==> src/rtl/cb_param_udl_if.sv <==
// Control and status bundle of one counter stage.
// The master side drives CE/UP/L/D/CLR_OVF; the counter (slave side) returns Q/TC/CEO/OVF.
interface cb_param_udl_if #(
  parameter int WIDTH = 8
);
  logic             CE;
  logic             UP;
  logic             L;
  logic [WIDTH-1:0] D;
  logic             CLR_OVF;
  logic [WIDTH-1:0] Q;
  logic             TC;
  logic             CEO;
  logic             OVF;

  modport master (
    output CE, UP, L, D, CLR_OVF,
    input  Q, TC, CEO, OVF
  );

  modport slave (
    input  CE, UP, L, D, CLR_OVF,
    output Q, TC, CEO, OVF
  );
endinterface

==> src/rtl/cb_param_udl.sv <==
// Up/down loadable modulo counter with sticky wrap flag and cascade enable out.
// Q/OVF update one edge after R/L/CE are sampled; TC/CEO are combinational; never stalls.
module cb_param_udl #(
  parameter int WIDTH   = 8,
  parameter int MODULUS = 256
) (
  input logic           CLK,
  input logic           R,
  cb_param_udl_if.slave bus
);

  if (WIDTH < 1 || MODULUS < 2 || longint'(MODULUS) > (longint'(1) << WIDTH)) begin : g_bad_cfg
    $error("cb_param_udl: MODULUS must lie in 2..2**WIDTH and WIDTH must be >= 1");
  end

  localparam logic [WIDTH-1:0] QMAX  = WIDTH'(MODULUS - 1);
  localparam logic [WIDTH-1:0] ONE   = WIDTH'(1);
  // One extra bit so MODULUS == 2**WIDTH is representable for the load compare.
  localparam logic [WIDTH:0]   MOD_X = (WIDTH + 1)'(MODULUS);

  logic [WIDTH-1:0] q_q, q_d;
  logic             ovf_q, ovf_d;
  logic             tc;
  logic             wrap;

  always_comb begin
    tc   = bus.UP ? (q_q == QMAX) : (q_q == '0);
    wrap = tc & bus.CE & ~bus.L & ~R;
  end

  always_comb begin
    q_d = q_q;
    if (bus.L) begin
      q_d = ({1'b0, bus.D} < MOD_X) ? bus.D : QMAX;
    end else if (bus.CE) begin
      if (wrap) begin
        q_d = bus.UP ? '0 : QMAX;
      end else if (bus.UP) begin
        q_d = q_q + ONE;
      end else begin
        q_d = q_q - ONE;
      end
    end
    // A wrap in the same cycle as a clear request keeps the flag set.
    ovf_d = wrap | (ovf_q & ~bus.CLR_OVF);
  end

  always_ff @(posedge CLK) begin
    if (R) begin
      q_q   <= '0;
      ovf_q <= 1'b0;
    end else begin
      q_q   <= q_d;
      ovf_q <= ovf_d;
    end
  end

  assign bus.Q   = q_q;
  assign bus.OVF = ovf_q;
  assign bus.TC  = tc;
  assign bus.CEO = wrap;

endmodule

==> src/flat_wrapper.sv <==
// flat-port wrapper written by rule: the top's interface ports become plain ports
module cb_param_udl_flat 
#(
  parameter int WIDTH   = 8,
  parameter int MODULUS = 256
)
  (CLK, R, bus_CE, bus_UP, bus_L, bus_D, bus_CLR_OVF, bus_Q, bus_TC, bus_CEO, bus_OVF);
  cb_param_udl_if #(.WIDTH(WIDTH)) bus_i ();
  input logic CLK;
  input logic R;
  input wire logic [$bits(bus_i.CE)-1:0] bus_CE;
  input wire logic [$bits(bus_i.UP)-1:0] bus_UP;
  input wire logic [$bits(bus_i.L)-1:0] bus_L;
  input wire logic [$bits(bus_i.D)-1:0] bus_D;
  input wire logic [$bits(bus_i.CLR_OVF)-1:0] bus_CLR_OVF;
  output wire logic [$bits(bus_i.Q)-1:0] bus_Q;
  output wire logic [$bits(bus_i.TC)-1:0] bus_TC;
  output wire logic [$bits(bus_i.CEO)-1:0] bus_CEO;
  output wire logic [$bits(bus_i.OVF)-1:0] bus_OVF;
  assign bus_i.CE = bus_CE;
  assign bus_i.UP = bus_UP;
  assign bus_i.L = bus_L;
  assign bus_i.D = bus_D;
  assign bus_i.CLR_OVF = bus_CLR_OVF;
  assign bus_Q = bus_i.Q;
  assign bus_TC = bus_i.TC;
  assign bus_CEO = bus_i.CEO;
  assign bus_OVF = bus_i.OVF;
  cb_param_udl #(.WIDTH(WIDTH), .MODULUS(MODULUS)) u_core (.CLK(CLK), .R(R), .bus(bus_i));
endmodule
==> config.mk <==
export PLATFORM = sky130hd
export DESIGN_NAME = cb_param_udl_flat
export DESIGN_NICKNAME = d
export VERILOG_FILES = /design/src/rtl/cb_param_udl_if.sv /design/src/rtl/cb_param_udl.sv /design/src/flat_wrapper.sv
export SDC_FILE = /design/constraint.sdc
export NUM_CORES = 1
export LEC_CHECK = 0
export CAP_MARGIN = 20
export CORE_MARGIN = 2
export CORE_UTILIZATION = 35
export CTS_BUF_LIST = sky130_fd_sc_hd__clkbuf_16
export DETAILED_ROUTE_END_ITERATION = 6
export SYNTH_ARGS = -nofsm -noshare
export SYNTH_HDL_FRONTEND = slang
export SYNTH_SLANG_ARGS = --single-unit
==> constraint.sdc <==
create_clock -name CLK -period 5.7 [get_ports CLK]
set_input_delay 1.425 -clock CLK [delete_from_list [all_inputs] [get_ports CLK]]
set_output_delay 1.425 -clock CLK [all_outputs]
set_load 0.02 [all_outputs]
; ---- Word level (Yosys, flattened, before mapping)
; Cells that the tools add are included.
[totals]
latch_bits = 0
register_bits = 9
word_cells = 21
mem_bits_rw = 0
input_bits = 14
rom_bits = 0
n_memories = 0
[classes]
bitwise = 8
n_mul = 0
n_lt_le_gt_ge = 0
div = 0
n_reduce_logical = 2
shifts = 0
addsub = 2
eq_ne = 1
n_mux = 6
[ops]
columns = operator, count
row1 = 8-bit 2-to-1 mux, 5
row2 = "8-bit by 1-bit adder with 8-bit output, second input constant", 1
row3 = "8-bit equality test, second input constant", 1
row4 = 8-bit logical NOT, 1
row5 = "8-bit by 1-bit subtractor with 8-bit output, second input constant", 1
row6 = 1-bit AND, 4
row7 = 1-bit inverter, 3
row8 = 2-bit nonzero test, 1
row9 = 1-bit 2-to-1 mux, 1
row10 = 1-bit bitwise OR, 1

; ---- Depth between registers and ports, before layout
; Gate-level depths: netlist of run 1.
[depth]
word_depth = 8
depth_mapped = 7

; ---- Worst setup path after synthesis of run 1
; No wires, ideal clock.
[synth_timing]
path_type = input port to output port
startpoint = input bus_CE
endpoint = output bus_CEO
slack_ns = 1.642
t_arrival_ns = 2.633
path_buffers = 2
cell_stages = 6
cell_sequence = buf_6 > or3b_1 > or2_2 > o21ba_1 > buf_6 > inv_1
[synth_between]
elab_chain_len = 3
[synth_lines]
columns = element, line_no
row1 = from (decl), flat_wrapper.sv:11  ; input wire logic [$bits(bus_i.CE)-1:0] bus_CE;
row2 = 1-bit AND (3 in series), cb_param_udl.sv:28  ; wrap = tc & bus.CE & ~bus.L & ~R;
row3 = to (decl), flat_wrapper.sv:18  ; output wire logic [$bits(bus_i.CEO)-1:0] bus_CEO;
; Every way passes these cells.

; ---- Worst setup path in the final report of run 1
[layout_timing]
startpoint = input bus_L
endpoint = output bus_CEO
[layout_between]
elab_chain_len = 3
[layout_lines]
columns = element, line_no
row1 = from (decl), flat_wrapper.sv:13  ; input wire logic [$bits(bus_i.L)-1:0] bus_L;
row2 = 1-bit inverter, cb_param_udl.sv:28
row3 = 1-bit AND (2 in series), cb_param_udl.sv:28
; Every way passes these cells.

==> results.py, run 1 <==
metrics = {
    "status": {
        "status": "finished clean",
    },
    "cells_and_area": {
        "synthesis_to_finish_area_growth_pct": 43.6,
        "antenna_cells": 0,
        "share_of_final_layout_standard_cells_stronger_than_drive_strength_1_pct": 9.68,
        "area.sequential_um2": 180,
        "final.fill_count": 224,
        "most-common-layout-cells": "clkdlybuf4s50_1 (24), o21ai_0 (10), nor3_1 (9), a21oi_1 (9), dfxtp_1 (9)",
        "fin_nets": 146,
        "multi_input_comb_area_um2": 567,
        "layout.cells.most_common": "clkdlybuf4s50_1",
    },
    "cts": {
        "number_of_post_cts_setup_repair_buffers": 0,
        "htreeDepth": 1,
        "numCtsBuffers": 3,
        "ctsRootBufferMaster": "clkbuf_16",
        "cts_resized": 0,
        "tritoncts_clock_tree": "yes",
        "numClockSinks": 9,
        "clk_transition_reported_paths_ns": 0.04,
        "cts.hold.buffers_added": 0,
        "ctsLongestPathBuffers": 2,
        "clk_latency_ns": 0.23,
    },
    "min_path": {
        "min_from": "u_core.bus.OVF",
        "min_delay_path_depth": 2,
        "tightest_hold_check_type": "reg2reg",
        "worstHoldEndpoint": "u_core.bus.OVF",
    },
    "critical_path": {
        "critical_path.endpoint_type": "output port",
        "reg2reg_setup_slack_ns": 3.83,
        "worstSetupStartpoint": "bus_L",
        "ff2ff_path_depth": 6,
        "worst-setup-path-type": "in2out",
        "r2r_start": "u_core.bus.Q[0]",
        "reg2reg_to": "u_core.bus.Q[6]",
        "setup.worst_path.start_class": "primary input",
        "worstPathArrival_ns": 3.65,
        "timing.critical_path.required_ns": 4.28,
        "worst-path-max-fanout": 11,
    },
    "power_and_ir_drop": {
        "cellPowerDensity_mw_per_mm2": 263,
        "total_leakage_power_nw": 0.443,
        "ir_worst_vdd_uv": 214,
    },
    "synth": {
        "yosys-mux-area-fraction_pct": 0,
        "synth_simple_gate_area_share_pct": 22.2,
        "synthesized_instance_count": 97,
        "synthAdderAreaFrac_pct": 11.9,
        "synth_compound_gate_area_share_pct": 30.5,
        "synth-seq-area-share_pct": 22.6,
        "number_of_flops_mapped_to_enable_cells_by_yosys": 0,
        "synth_top_family_by_area": "compound AO/OA/AOI/OAI gates",
        "synth.net_count": 118,
        "synth-async-reset-ratio_pct": 0,
        "synth_xor_xnor_area_share_pct": 6.60,
        "synth-warning-count": 0,
        "register_bit_count_reported_by_yosys": 9,
        "synthesis.area_per_instance_um2": 8.20,
        "synth-main-ff-cell": "dfxtp_1",
        "synth_cell_types": 33,
        "synth_area_um2": 796,
    },
    "sta": {
        "hold_slack_ns": 0.474,
        "finalHoldViolations": 0,
        "tightest_slew_ns": 0.511,
        "drv_slew": 0,
        "finalClockSkew_ns": 0.00143,
        "timing.slew.headroom_pct": 65.9,
        "finalCritPeriodShare_pct": 89.0,
        "period_needed_ns": 5.07,
        "setup_viol_count_final": 0,
        "grt_setup_unrepaired": "false",
        "max_freq_mhz": 197,
        "totalNegativeSetupSlack_ns": 0,
    },
    "route": {
        "totalWireLength_um": 2260,
        "post-route-drc-count": 0,
        "routed-via-count": 848,
        "drt_first_iter_violations": 10,
        "ant_nets": 0,
        "wl_per_cell_um": 14.9,
        "number_of_detailed_routing_iterations_run_before_antenna_repair": 4,
        "via_per_inst": 5.58,
    },
    "floorplan": {
        "core-area_mm2": 0.00219,
        "die-area_mm2": 0.00267,
        "die-height_um": 51.7,
        "chipWidth_um": 51.7,
        "initial_utilization_pct": 36.3,
        "boundaryPins": 25,
        "count_of_standard_cell_rows": 17,
    },
    "global_route": {
        "first_global_vias": 833,
        "grt_first_pass_wirelength_um": 3880,
        "grt_start_max_net_pins": 12,
        "total_routing_resource_utilization_after_global_routing_pct": 19.7,
        "grt_antenna_before_repair": 0,
        "global_route.overflow_total": 0,
    },
    "job": {
        "timing.max_cap.violations": 0,
    },
    "place": {
        "post-dp-hpwl_um": 1720,
        "placement.io_buffers": 24,
        "gp_congestion": 0.820,
    },
}
==> critical path: stages <==
cell	delay (ns)
clkdlybuf4s50_1	0.59
or3b_1	0.47
nor4_2	0.32
o21ba_1	0.20
inv_1	0.05
clkdlybuf4s50_1	0.59
==> worst max path at each step <==
stage	slack, ns	endpoint	depth (start not counted)
2_1_floorplan	1.64	bus_CEO	6
3_3_place_gp	0.69	bus_CEO	6
3_5_place_dp	0.65	bus_CEO	6
4_1_cts	0.63	bus_CEO	6
5_1_grt	0.48	bus_CEO	6
6_report	0.63	bus_CEO	6
==> power breakdown <==
part           total [mW]  switching, mW  internal, mW  leakage, nW
Clock               0.122         0.0305        0.0917       0.0423
Combinational      0.0991         0.0501        0.0490        0.326
Sequential         0.0795        0.00983        0.0696       0.0749
Total               0.301         0.0905         0.210        0.443
==> cells in the mapped netlist, types with 2 or more instances <==
cell      count  share of area, %
nor2_1        4               1.9
ha_1          6               9.4
xor2_1        2               2.2
a211oi_1      2               1.9
dfxtp_1       9                23
o211ai_1      2               1.9
a21oi_2       3               3.3
nand3_1       2               1.3
buf_6         2               2.8
inv_1         5               2.4
clkbuf_1      2              0.94
nor3_1        9               5.7
xnor2_1       4               4.4
a21oi_1       9               5.7
a21o_1        2               1.9
o21ai_0      10               6.3
or3_1         8               6.3
==> cells by family (layout without fill, tap and decap cells) <==
group | count (synthesis) | in the layout
fa+ha+maj | 7 | 7
xor+xnor | 6 | 6
simple gates | 31 | 31
compound gates | 35 | 35
buf+inv | 9 | 36
flops | 9 | 9
==> registers in the layout, indices dropped and copies added, names as in the netlist <==
name            flops
u_core.bus.Q        8
u_core.bus.OVF      1
==> area by class of cell <==
class	instances	share of cell area, %
clock inverter	1	0.329
tap	28	3.07
inverter	5	1.64
timing repair buffer	27	23.0
multi-input combinational	79	49.6
sequential	9	15.8
clock buffer	3	6.57
==> stage by stage <==
stage                     instance area [um2]  std cells  setup slack [ns]  util [%]  power, mW
after floorplan                           796         97              1.64         -      0.143
after global placement                   1060        148             0.694      48.5      0.179
after detailed placement                 1060        148             0.649      48.5      0.179
after CTS                                1140        152             0.626      52.1      0.303
after global routing                     1140        152             0.478      52.1      0.318
final                                    1140        152             0.627      52.1      0.301
==> metal layers <==
metal / GRT usage, % / up-vias / part of all wire, %
li1: - / 416 / -
met1: 25.9 / 397 / 49
met2: 31.4 / 31 / 44
met3: 6.03 / 4 / 6.6
met4: 4.82 / 0 / 0.84
met5: 0 / - / 0
(Power assumes the default switching activity.)
==> run 2, diff against run 1 <==
CORE_MARGIN = 3   (was 2)
==> run 2 against run 1 <==
Compared with the run above:
- global-route usage shrank 2.5 points
- setup slack lost 0.19 ns
- critical endpoint unchanged
- largest power group unchanged
- non-clock buffer count shrank 2
- register-to-register slack gained 0.05 ns
- clock power is essentially flat
- critical path type unchanged
- maximum frequency shrank 3.6%
==> results.py, run 2 (synthesis gave the netlist of run 1 again) <==
metrics = {
    "cells_and_area": {
        "largest_register_ff_count": 8,
        "finish.utilization_pct": 54.6,
        "synthesis_to_finish_area_growth_pct": 41.5,
        "share_of_final_layout_standard_cells_stronger_than_drive_strength_1_pct": 8.20,
        "stdcell_count": 149,
        "antenna_cells": 0,
        "most-common-layout-cells": "clkdlybuf4s50_1 (24), o21ai_0 (10), nor3_1 (9), a21oi_1 (9), dfxtp_1 (9)",
        "fin_nets": 144,
        "layout.cells.most_common": "clkdlybuf4s50_1",
    },
    "sta": {
        "finalCritPeriodShare_pct": 92.3,
        "max_freq_mhz": 190,
        "drv_slew": 0,
        "totalNegativeSetupSlack_ns": 0,
        "period_needed_ns": 5.26,
        "grt_setup_unrepaired": "false",
        "finalHoldViolations": 0,
        "post-route-worst-setup-slack_ns": 0.437,
        "setup_viol_count_final": 0,
        "finalClockSkew_ns": 0.00161,
        "timing.slew.headroom_pct": 66.9,
        "hold_slack_ns": 0.480,
        "tightest_slew_ns": 0.496,
    },
    "place": {
        "gp_congestion": 0.813,
        "post-dp-hpwl_um": 1650,
        "place_ws_ns": 0.480,
        "dp_cells": 145,
        "placement.io_buffers": 24,
    },
    "floorplan": {
        "chipWidth_um": 53.7,
        "count_of_standard_cell_rows": 16,
        "boundaryPins": 25,
        "die-height_um": 53.7,
        "core-area_mm2": 0.00206,
        "die-area_mm2": 0.00288,
        "initial_utilization_pct": 38.6,
    },
    "route": {
        "via_per_inst": 5.45,
        "totalWireLength_um": 2130,
        "post-route-drc-count": 0,
        "number_of_detailed_routing_iterations_run_before_antenna_repair": 4,
        "ant_nets": 0,
        "routed-via-count": 812,
        "drt_first_iter_violations": 20,
        "wl_per_cell_um": 14.3,
    },
    "cts": {
        "clk_transition_reported_paths_ns": 0.04,
        "numClockSinks": 9,
        "cts_resized": 0,
        "ctsLongestPathBuffers": 2,
        "htreeDepth": 1,
        "ctsRootBufferMaster": "clkbuf_16",
        "numCtsBuffers": 3,
        "tritoncts_clock_tree": "yes",
        "cts.hold.buffers_added": 0,
        "clk_latency_ns": 0.24,
        "number_of_post_cts_setup_repair_buffers": 0,
    },
    "power_and_ir_drop": {
        "total_leakage_power_nw": 0.434,
        "cellPowerDensity_mw_per_mm2": 267,
        "ir_worst_vdd_uv": 184,
    },
    "critical_path": {
        "timing.critical_path.required_ns": 4.28,
        "worst-path-max-fanout": 10,
        "critPathTopFamily": "buffers and inverters",
        "worst-setup-path-type": "in2out",
        "critical_path.slowest_cell": "clkdlybuf4s50_1",
        "path_common_cell": "clkdlybuf4s50_1",
        "timing.critical_path.buf_inv": 3,
        "critical_path_depth": 6,
        "setup.worst_path.start_class": "primary input",
        "worstPathArrival_ns": 3.84,
        "ff2ff_path_depth": 6,
        "critical-path-max-stage-delay_ns": 0.68,
        "critical_path.endpoint_type": "output port",
        "cell_by_cell_trace_of_the_critical_path": "clkdlybuf4s50_1, or3b_1, nor4_2, o21ba_1, inv_1, clkdlybuf4s50_1",
    },
    "global_route": {
        "grt_first_pass_wirelength_um": 3570,
        "first_global_vias": 817,
        "global_route.overflow_total": 0,
        "total_routing_resource_utilization_after_global_routing_pct": 17.2,
        "grt_start_max_net_pins": 12,
        "grt_antenna_before_repair": 0,
    },
    "status": {
        "status": "finished clean",
    },
    "min_path": {
        "min_delay_path_depth": 2,
        "tightest_hold_check_type": "reg2reg",
    },
    "job": {
        "timing.max_cap.violations": 0,
    },
}
run 2: metal layers:
layer / vias up / GRT usage, % / routed length [um] / part of all wire, %
met3: 4 / 5.54 / 143 / 6.7
met1: 368 / 21.4 / 988 / 46
met4: 0 / 7.23 / 22 / 1.0
met5: - / 0 / 0 / 0
met2: 29 / 27.0 / 971 / 46
li1: 411 / - / - / -
run 2: worst register-to-register path, cell delays in order, from the launching register on:
cell and delay, ns:
dfxtp_1 0.38, fa_1 0.50, a211oi_1 0.24, o21bai_1 0.10
a21oi_1 0.17, xnor2_1 0.10, a31o_1 0.21
run 2: path summary, 6_finish.rpt:
| path | from | end | slack (ns) |
|---|---|---|---|
| worst max-delay path | bus_CE | bus_CEO | 0.44 |
| worst min register to register | u_core.bus.OVF | u_core.bus.OVF | 0.48 |
| worst min-delay path | u_core.bus.OVF | u_core.bus.OVF | 0.48 |
| worst max register to register | u_core.bus.Q[0] | u_core.bus.Q[6] | 3.88 |
run 2: report_power, final:
part	total (mW)	leakage [nW]	internal [mW]	switching [mW]
clock	0.123	0.0423	0.0917	0.0312
sequential	0.0794	0.0749	0.0697	0.00975
combinational	0.0980	0.317	0.0485	0.0495
run 2: cell type report:
type / instances / area (um2)
inverters: 5 / 18.8
flip-flops and latches: 9 / 180
clock inverters: 1 / 3.75
multi-input cells: 79 / 567
repair buffers: 25 / 248
fillers: 206 / 936
clock buffers: 3 / 75.1
well taps: 27 / 33.8
run 2: metrics by stage:
stage	total power, mW	cell area, um2
floorplan	0.143	796
global placement	0.179	1050
detailed placement	0.178	1050
CTS	0.303	1130
global route	0.318	1130
finish	0.300	1130
==> run 3, diff against run 2 <==
HOLD_SLACK_MARGIN = 0.12   (was default)
==> results of run 3 <==
The final DEF is identical to that of run 2; final timing and power are the same.
